==> src/rtl/wb_burst_master.sv <==
`default_nettype none
// ============================================================================
// Module : wb_burst_master
// Brief  : Wishbone B3 initiator moving 32-bit word blocks between a local
//          stream and a word-addressed slave. Define WB_BURST_MASTER_BURST_EN
//          for incrementing bursts; otherwise every beat is a classic cycle.
// Rev    : 1.0  initial release
// ============================================================================
module wb_burst_master #(
  parameter int ADR_WIDTH = 10,
  parameter int LEN_WIDTH = 8,
  parameter int TIMEOUT   = 255
) (
  input  logic                 clk_i,
  input  logic                 rst_i,
  input  logic                 cmd_valid_i,
  output logic                 cmd_ready_o,
  input  logic                 cmd_we_i,
  input  logic [ADR_WIDTH-1:0] cmd_adr_i,
  input  logic [LEN_WIDTH-1:0] cmd_len_i,
  input  logic [31:0]          wdata_i,
  input  logic                 wdata_valid_i,
  output logic                 wdata_ready_o,
  output logic [31:0]          rdata_o,
  output logic                 rdata_valid_o,
  output logic                 busy_o,
  output logic                 done_o,
  output logic                 err_o,
  output logic                 cyc_o,
  output logic                 stb_o,
  output logic                 we_o,
  output logic [ADR_WIDTH-1:0] adr_o,
  output logic [31:0]          dat_o,
  input  logic [31:0]          dat_i,
  output logic [3:0]           sel_o,
  output logic [2:0]           cti_o,
  input  logic                 ack_i
);

`ifdef WB_BURST_MASTER_BURST_EN
  localparam logic BURST_EN = 1'b1;
`else
  localparam logic BURST_EN = 1'b0;
`endif

  localparam int TMO_W = $clog2(TIMEOUT);

  localparam logic [2:0] CTI_CLASSIC = 3'b000;
  localparam logic [2:0] CTI_INCR    = 3'b010;
  localparam logic [2:0] CTI_END     = 3'b111;

  typedef enum logic [1:0] {
    S_IDLE  = 2'd0,
    S_WDATA = 2'd1,
    S_BUS   = 2'd2,
    S_GAP   = 2'd3
  } state_t;

  state_t               state_q, state_d;
  logic [ADR_WIDTH-1:0] adr_q, adr_d;
  logic [LEN_WIDTH-1:0] rem_q, rem_d;
  logic                 we_q, we_d;
  logic [31:0]          dat_q, dat_d;
  logic [31:0]          rdata_q, rdata_d;
  logic                 rvalid_q, rvalid_d;
  logic                 done_q, done_d;
  logic                 err_q, err_d;
  logic                 ready_q, ready_d;
  logic [TMO_W-1:0]     tmo_q, tmo_d;

  logic                 bus_active;
  logic                 last_beat;
  logic [2:0]           cti;
  logic                 wready;

  assign bus_active = (state_q == S_BUS);
  assign last_beat  = (rem_q == LEN_WIDTH'(1));

  // A burst continues only while the next word is known to be available.
  always_comb begin
    cti = CTI_CLASSIC;
    if (BURST_EN) begin
      if (!last_beat && (!we_q || wdata_valid_i)) begin
        cti = CTI_INCR;
      end else begin
        cti = CTI_END;
      end
    end
  end

  always_comb begin
    state_d  = state_q;
    adr_d    = adr_q;
    rem_d    = rem_q;
    we_d     = we_q;
    dat_d    = dat_q;
    rdata_d  = rdata_q;
    rvalid_d = 1'b0;
    done_d   = 1'b0;
    err_d    = err_q;
    tmo_d    = tmo_q;
    wready   = 1'b0;

    case (state_q)
      S_IDLE: begin
        if (ready_q && cmd_valid_i) begin
          adr_d = cmd_adr_i;
          rem_d = cmd_len_i;
          we_d  = cmd_we_i;
          err_d = 1'b0;
          tmo_d = '0;
          if (cmd_len_i == '0) begin
            done_d = 1'b1;
          end else if (cmd_we_i) begin
            state_d = S_WDATA;
          end else begin
            state_d = S_BUS;
          end
        end
      end

      S_WDATA: begin
        if (wdata_valid_i) begin
          wready  = 1'b1;
          dat_d   = wdata_i;
          tmo_d   = '0;
          state_d = S_BUS;
        end
      end

      S_BUS: begin
        if (ack_i) begin
          adr_d = adr_q + 1'b1;
          rem_d = rem_q - 1'b1;
          tmo_d = '0;
          if (!we_q) begin
            rdata_d  = dat_i;
            rvalid_d = 1'b1;
          end else if (BURST_EN && !last_beat && wdata_valid_i) begin
            dat_d  = wdata_i;
            wready = 1'b1;
          end
          if (!BURST_EN || (cti == CTI_END)) begin
            state_d = S_GAP;
          end
        end else if (tmo_q == TMO_W'(TIMEOUT - 1)) begin
          state_d = S_IDLE;
          done_d  = 1'b1;
          err_d   = 1'b1;
        end else begin
          tmo_d = tmo_q + 1'b1;
        end
      end

      S_GAP: begin
        tmo_d = '0;
        if (rem_q == '0) begin
          done_d  = 1'b1;
          state_d = S_IDLE;
        end else if (we_q) begin
          state_d = S_WDATA;
        end else begin
          state_d = S_BUS;
        end
      end

      default: state_d = S_IDLE;
    endcase

    // Hold off new commands during the completion pulse so busy_o stays clean.
    ready_d = (state_d == S_IDLE) && !done_d;
  end

  always_ff @(posedge clk_i or posedge rst_i) begin
    if (rst_i) begin
      state_q  <= S_IDLE;
      adr_q    <= '0;
      rem_q    <= '0;
      we_q     <= 1'b0;
      dat_q    <= '0;
      rdata_q  <= '0;
      rvalid_q <= 1'b0;
      done_q   <= 1'b0;
      err_q    <= 1'b0;
      ready_q  <= 1'b0;
      tmo_q    <= '0;
    end else begin
      state_q  <= state_d;
      adr_q    <= adr_d;
      rem_q    <= rem_d;
      we_q     <= we_d;
      dat_q    <= dat_d;
      rdata_q  <= rdata_d;
      rvalid_q <= rvalid_d;
      done_q   <= done_d;
      err_q    <= err_d;
      ready_q  <= ready_d;
      tmo_q    <= tmo_d;
    end
  end

  assign cmd_ready_o   = ready_q;
  assign wdata_ready_o = wready;
  assign rdata_o       = rdata_q;
  assign rdata_valid_o = rvalid_q;
  assign busy_o        = (state_q != S_IDLE) || done_q;
  assign done_o        = done_q;
  assign err_o         = err_q;
  assign cyc_o         = bus_active;
  assign stb_o         = bus_active;
  assign we_o          = bus_active && we_q;
  assign adr_o         = adr_q;
  assign dat_o         = dat_q;
  assign sel_o         = 4'b1111;
  assign cti_o         = bus_active ? cti : CTI_CLASSIC;

endmodule
`default_nettype wire

==> config.mk <==
export PLATFORM = sky130hd
export DESIGN_NAME = wb_burst_master
export DESIGN_NICKNAME = d
export VERILOG_FILES = /design/src/rtl/wb_burst_master.sv
export SDC_FILE = /design/constraint.sdc
export NUM_CORES = 1
export LEC_CHECK = 0
export CAP_MARGIN = 20
export CORE_ASPECT_RATIO = 1.2
export CORE_UTILIZATION = 39
export CTS_BUF_LIST = sky130_fd_sc_hd__clkbuf_8 sky130_fd_sc_hd__clkbuf_16
export CTS_CLUSTER_SIZE = 12
export DETAILED_ROUTE_END_ITERATION = 16
export PLACE_DENSITY = 0.76
export SYNTH_ARGS = -nofsm -noshare
export SYNTH_HDL_FRONTEND = slang
export SYNTH_SLANG_ARGS = --single-unit
==> constraint.sdc <==
create_clock -name clk_i -period 3.5 [get_ports clk_i]
set_input_delay 0.875 -clock clk_i [delete_from_list [all_inputs] [get_ports clk_i]]
set_output_delay 0.875 -clock clk_i [all_outputs]
set_load 0.01 [all_outputs]
==> flow_metrics.tcl <==
set metrics [dict create \
    status "complete, no violations" \
    placed_cells 654 \
    required_ns 2.62 \
    yosysWarnings 0 \
    finalClockSkew_ns 0.00472 \
    port_buffers 170 \
    vias 3628 \
    fin_cells 670 \
    syn_area_mm2 0.00443 \
    ios 178 \
    initial_utilization_pct 40.1 \
    dpl.hpwl_um 8160 \
    nets 625 \
    netlist_instances 366 \
    slowest_stage "clkdlybuf4s50_1" \
    critPathMaxStageDelay_ns 0.53 \
    syn_area_per_cell_um2 12.1 \
    synth-seq-cells 97 \
    critPathLaunch "state_q[0]$_DFF_PP0_" \
    diodes 0 \
    timing.final.crit_share_pct 86.3 \
    wl_um 11200 \
    placed_area_mm2 0.00620 \
    ant_nets 0 \
    ctsHoldBuffers 0 \
    tightest_slew_ns 0.588 \
    antenna_found_initial 0 \
    grt_pass1_vias 3576 \
    rsz0062_at_grt "no" \
    floorplan.rows 42 \
    critPathMaxFanout 15 \
    core-area_mm2 0.0110 \
    cts_resized 0 \
    vdd_drop_max_uv 337 \
    grt_max_degree 46 \
    dieArea_mm2 0.0118 \
    finalHoldViolCount 0 \
    relSlewSlack_pct 60.8 \
    maxCapViolCount 0 \
    post-route-drc-count 0 \
    start_kind "flip-flop" \
    die_w_um 99.3 \
    gp_congestion 0.781 \
    finalSetupTns_ns 0 \
    reg2reg_from "state_q[0]$_DFF_PP0_" \
    cts_tree "built" \
    area_growth_pct 47.3 \
    clk_path_buf_depth 2 \
    synthFlopType "dfrtp_1" \
    h-tree-depth 3 \
    seq_area_frac_synth_pct 54.8 \
    root_buffer "clkbuf_16" \
    path_buf_inv 2 \
    synth_edf_count 0 \
    cts_inserted_buffers 9 \
    hold_class "flip-flop to flip-flop" \
    drive_gt1_share_pct 18.4 \
    end_kind "output pin" \
    routed_via_density 5.41 \
    grt-ovfl-total 0 \
    grt_pass1_wl_um 18100 \
    cp_cell_sequence "nand2b_2 > inv_1 > and2_1 > clkdlybuf4s50_1" \
    fmaxAchievable_ghz 0.331 \
    drt_iter0_drc 86 \
    post-route-min-period_ns 3.02 \
    power_mw 5.75 \
    critPathKind "flip-flop to output pin" \
    powerDensity_mw_per_mm2 882 \
    path_clk_slew_ns 0.07 \
    grtUsageTotal_pct 19.6 \
    cts_sinks 97 \
    finalSetupViolations 0 \
    hold_slack_ns 0.495 \
    final_area_mm2 0.00652 \
    critical_path_arrival_ns 2.15 \
    worstHoldStart "err_o$_DFFE_PP0P_" \
    firstDrtPassIters 4 \
    cts_setup_buffers 0 \
    critPathTopFamily "buffers and inverters" \
    clkLatencyLatePin_ns 0.34 \
    die_h_um 119 \
    report.final.slew_viol_count 0 \
    leakage_nw 2.69 \
    async_reset_ff_share_pct 100 \
    synth_cell_type_count 53 \
    wire_per_inst_um 16.7 \
]
==> worst paths after layout <==
| check | end | slack [ns] | cells past startpoint |
|---|---|---|---|
| min | err_o$_DFFE_PP0P_ | 0.49 | 1 |
| min reg2reg | err_o$_DFFE_PP0P_ | 0.49 | 1 |
| max in group asynchronous | adr_o[8]$_DFFE_PP0P_ | 1.93 | 3 |
| max reg2reg | rdata_o[17]$_DFFE_PP0P_ | 1.39 | 5 |
| min in group asynchronous | rdata_o[8]$_DFFE_PP0P_ | 0.95 | 2 |
| max | we_o | 0.48 | 4 |
==> power breakdown <==
part | switching, mW | total [mW] | internal [mW] | leakage, nW
clock | 0.445 | 1.05 | 0.606 | 0.159
sequential | 0.392 | 2.04 | 1.65 | 1.17
combinational | 1.13 | 2.66 | 1.54 | 1.36
==> placed cells by master (no fill, tap or decap), types with 6 or more instances in the layout <==
cell type / instances
mux2_2: 65
buf_4: 7
nor2_1: 18
a31oi_1: 6
inv_1: 6
nand3_1: 12
a21oi_1: 21
clkbuf_16: 9
nand2_1: 18
o21ai_0: 19
conb_1: 7
clkdlybuf4s50_1: 170
dfrtp_1: 97
==> cell families after synthesis <==
logic type	Yosys count	synth area share, %
buffers and inverters	34	4.78
multiplexers	69	17.6
AND/OR/NAND/NOR	84	10.8
adder cells (fa/ha/maj)	4	1.13
AO/OA/AOI/OAI	76	10.7
flip-flops	97	54.8
other	2	0.170
==> cell usage after synthesis, types with 4 or more instances <==
cell type  count  area share (%)
o21ai_0       19             2.1
o31ai_1        4            0.68
nand4_1        5            0.71
nor2_1        18             1.5
nor3_1         4            0.45
inv_1          7            0.59
clkbuf_1       4            0.34
a21oi_1       21             2.4
nand2_1       18             1.5
a2bb2oi_1      4            0.79
buf_2          7            0.79
mux2_2        65              17
dfrtp_1       97              55
ha_1           4             1.1
or4_1          5            0.85
buf_4         12             2.0
buf_6          4             1.0
nand3_1       12             1.4
o22ai_1        5            0.71
a31oi_1        6            0.85
==> cell type report <==
class / count / area (um2)
clock inverter: 5 / 67.6
sequential: 97 / 2430
inverter: 7 / 28.8
clock buffer: 11 / 253
multi-input combinational: 240 / 1810
tap: 132 / 165
timing repair buffer: 178 / 1770
fill: 888 / 4510
==> layer usage <==
metal  vias to the layer above  global-route usage [%]  part of all wire [%]
met4                         0                    8.46                   2.3
met2                       168                    33.6                    50
li1                       1660                       -                     -
met5                         -                       0                     0
met1                      1779                    24.2                    41
met3                        21                    3.19                   6.0
==> worst reg2reg max path: stages (launching register included) <==
cell	delay [ns]
dfrtp_1	0.49
nand2b_2	0.24
buf_4	0.24
nor3b_4	0.21
buf_4	0.40
mux2_2	0.41
==> flip-flops by register name (all words and copies together) (netlist names) <==
signal         flops
done_o             1
dat_o             32
we_q               1
rdata_valid_o      1
rdata_o           32
cmd_ready_o        1
adr_o             10
err_o              1
rem_q              8
tmo_q              8
state_q            2
==> stage by stage <==
stage | setup slack (ns) | util (%)
2_1_floorplan | 0.0913 | -
3_3_place_gp | 0.548 | 56.2
3_5_place_dp | 0.540 | 56.2
4_1_cts | 0.459 | 59.1
5_1_grt | 0.324 | 59.1
6_report | 0.479 | 59.1
Power figures use the tool's default switching activity.
==> RTL change, RTL diff (same flow settings) <==
Set the parameter `TIMEOUT` to 510 (it was 255).
--- a/src/rtl/wb_burst_master.sv
+++ b/src/rtl/wb_burst_master.sv
@@ -9,7 +9,7 @@
 module wb_burst_master #(
   parameter int ADR_WIDTH = 10,
   parameter int LEN_WIDTH = 8,
-  parameter int TIMEOUT   = 255
+  parameter int TIMEOUT   = 510
 ) (
   input  logic                 clk_i,
   input  logic                 rst_i,
Check against the original RTL: same outputs for any inputs over 10 cycles, from zero or initial values and one cycle with rst_i high; that may be too few to reach the edited logic, so the function may still have changed.
==> RTL change against the unedited design <==
- combinational power fell by 5%
- area after synthesis shrank 0.45%
- routed wire length shrank 3.0%
- setup slack improved by 0.060 ns
- core utilization shrank 0.14 points
- power is 4.5% lower
- register-to-register slack got worse by 0.24 ns
- design area shrank 0.23%
- sequential power shrank 2%
- critical path type is now in -> out
- sequential cell count increased by 1
- critical endpoint is now wdata_ready_o
==> RTL change: results <==
group,metric,value,unit
power_and_ir_drop,irDropWorstVdd,0.460,mV
sta,fin_crit,2.96,ns
yosys,synthTopCellsByArea,"dfrtp_1 56%, mux2_2 17%, a21oi_1 2.5%",
finish,buffers_excl_clock,175,
finish,multi_input_cells,242,
global_routing,grt_pass1_vias,3511,
yosys,synth.distinct_cells,56,
hold_path,min_to,"dat_o[6]$_DFFE_PP0P_",
place,dp_slack,0.546,ns
hold_path,min_from,"dat_o[6]$_DFFE_PP0P_",
sta,finalClockSkew,0.00726,ns
place,place_congestion,0.821,
finish,clockNetworkAreaShare,0.0452,
finish,regArea,2450,um^2
place,place_hpwl,7980,um
global_routing,track_usage,0.193,
place,placed_area,6210,um^2
route,first_iter_violations,174,
critical_path,ff2ff_path_depth,7,
finish,multi_input_area,1820,um^2
global_routing,grt_pass1_wl,17800,um
route,viasPerCell,5.33,
status,outcome,"completed",
finish,buf_share,0.269,
global_routing,grt_max_degree,67,
finish,n_clock_buffer,9,
power_and_ir_drop,switching_share,0.331,
critical_path,critPathLaunch,"wdata_valid_i",
critical_path,endpoint,"wdata_ready_o",
critical_path,cp.arrival,2.09,ns
yosys,synthAdderAreaFrac,0.0114,
## RTL change: power by group through the flow
stage                     sequential [W]  combinational, W  clock, W
after detailed placement         0.00201           0.00254         0
after global placement           0.00198           0.00248         0
after global routing             0.00207           0.00272   0.00104
final                            0.00199           0.00252  0.000978
after CTS                        0.00200           0.00255   0.00101
after floorplan                  0.00216           0.00109         0
## RTL change: metrics by stage
step	cells	hold slack [ns]
floorplan	371	0.468
global placement	654	0.486
detailed placement	654	0.492
CTS	670	0.508
global route	670	0.515
finish	670	0.504
## RTL change: metal layers
layer | track usage | routed length [um] | up-vias
met1 | 0.240 | 4420 | 1742
met2 | 0.330 | 5480 | 163
met5 | 0 | 0 | -
met4 | 0.0774 | 204 | 0
li1 | - | - | 1649
met3 | 0.0343 | 757 | 14
## RTL change: worst max-delay path: stages
cell             delay [ns]
clkdlybuf4s50_1        0.49
nand2_1                0.08
inv_1                  0.06
clkdlybuf4s50_1        0.57
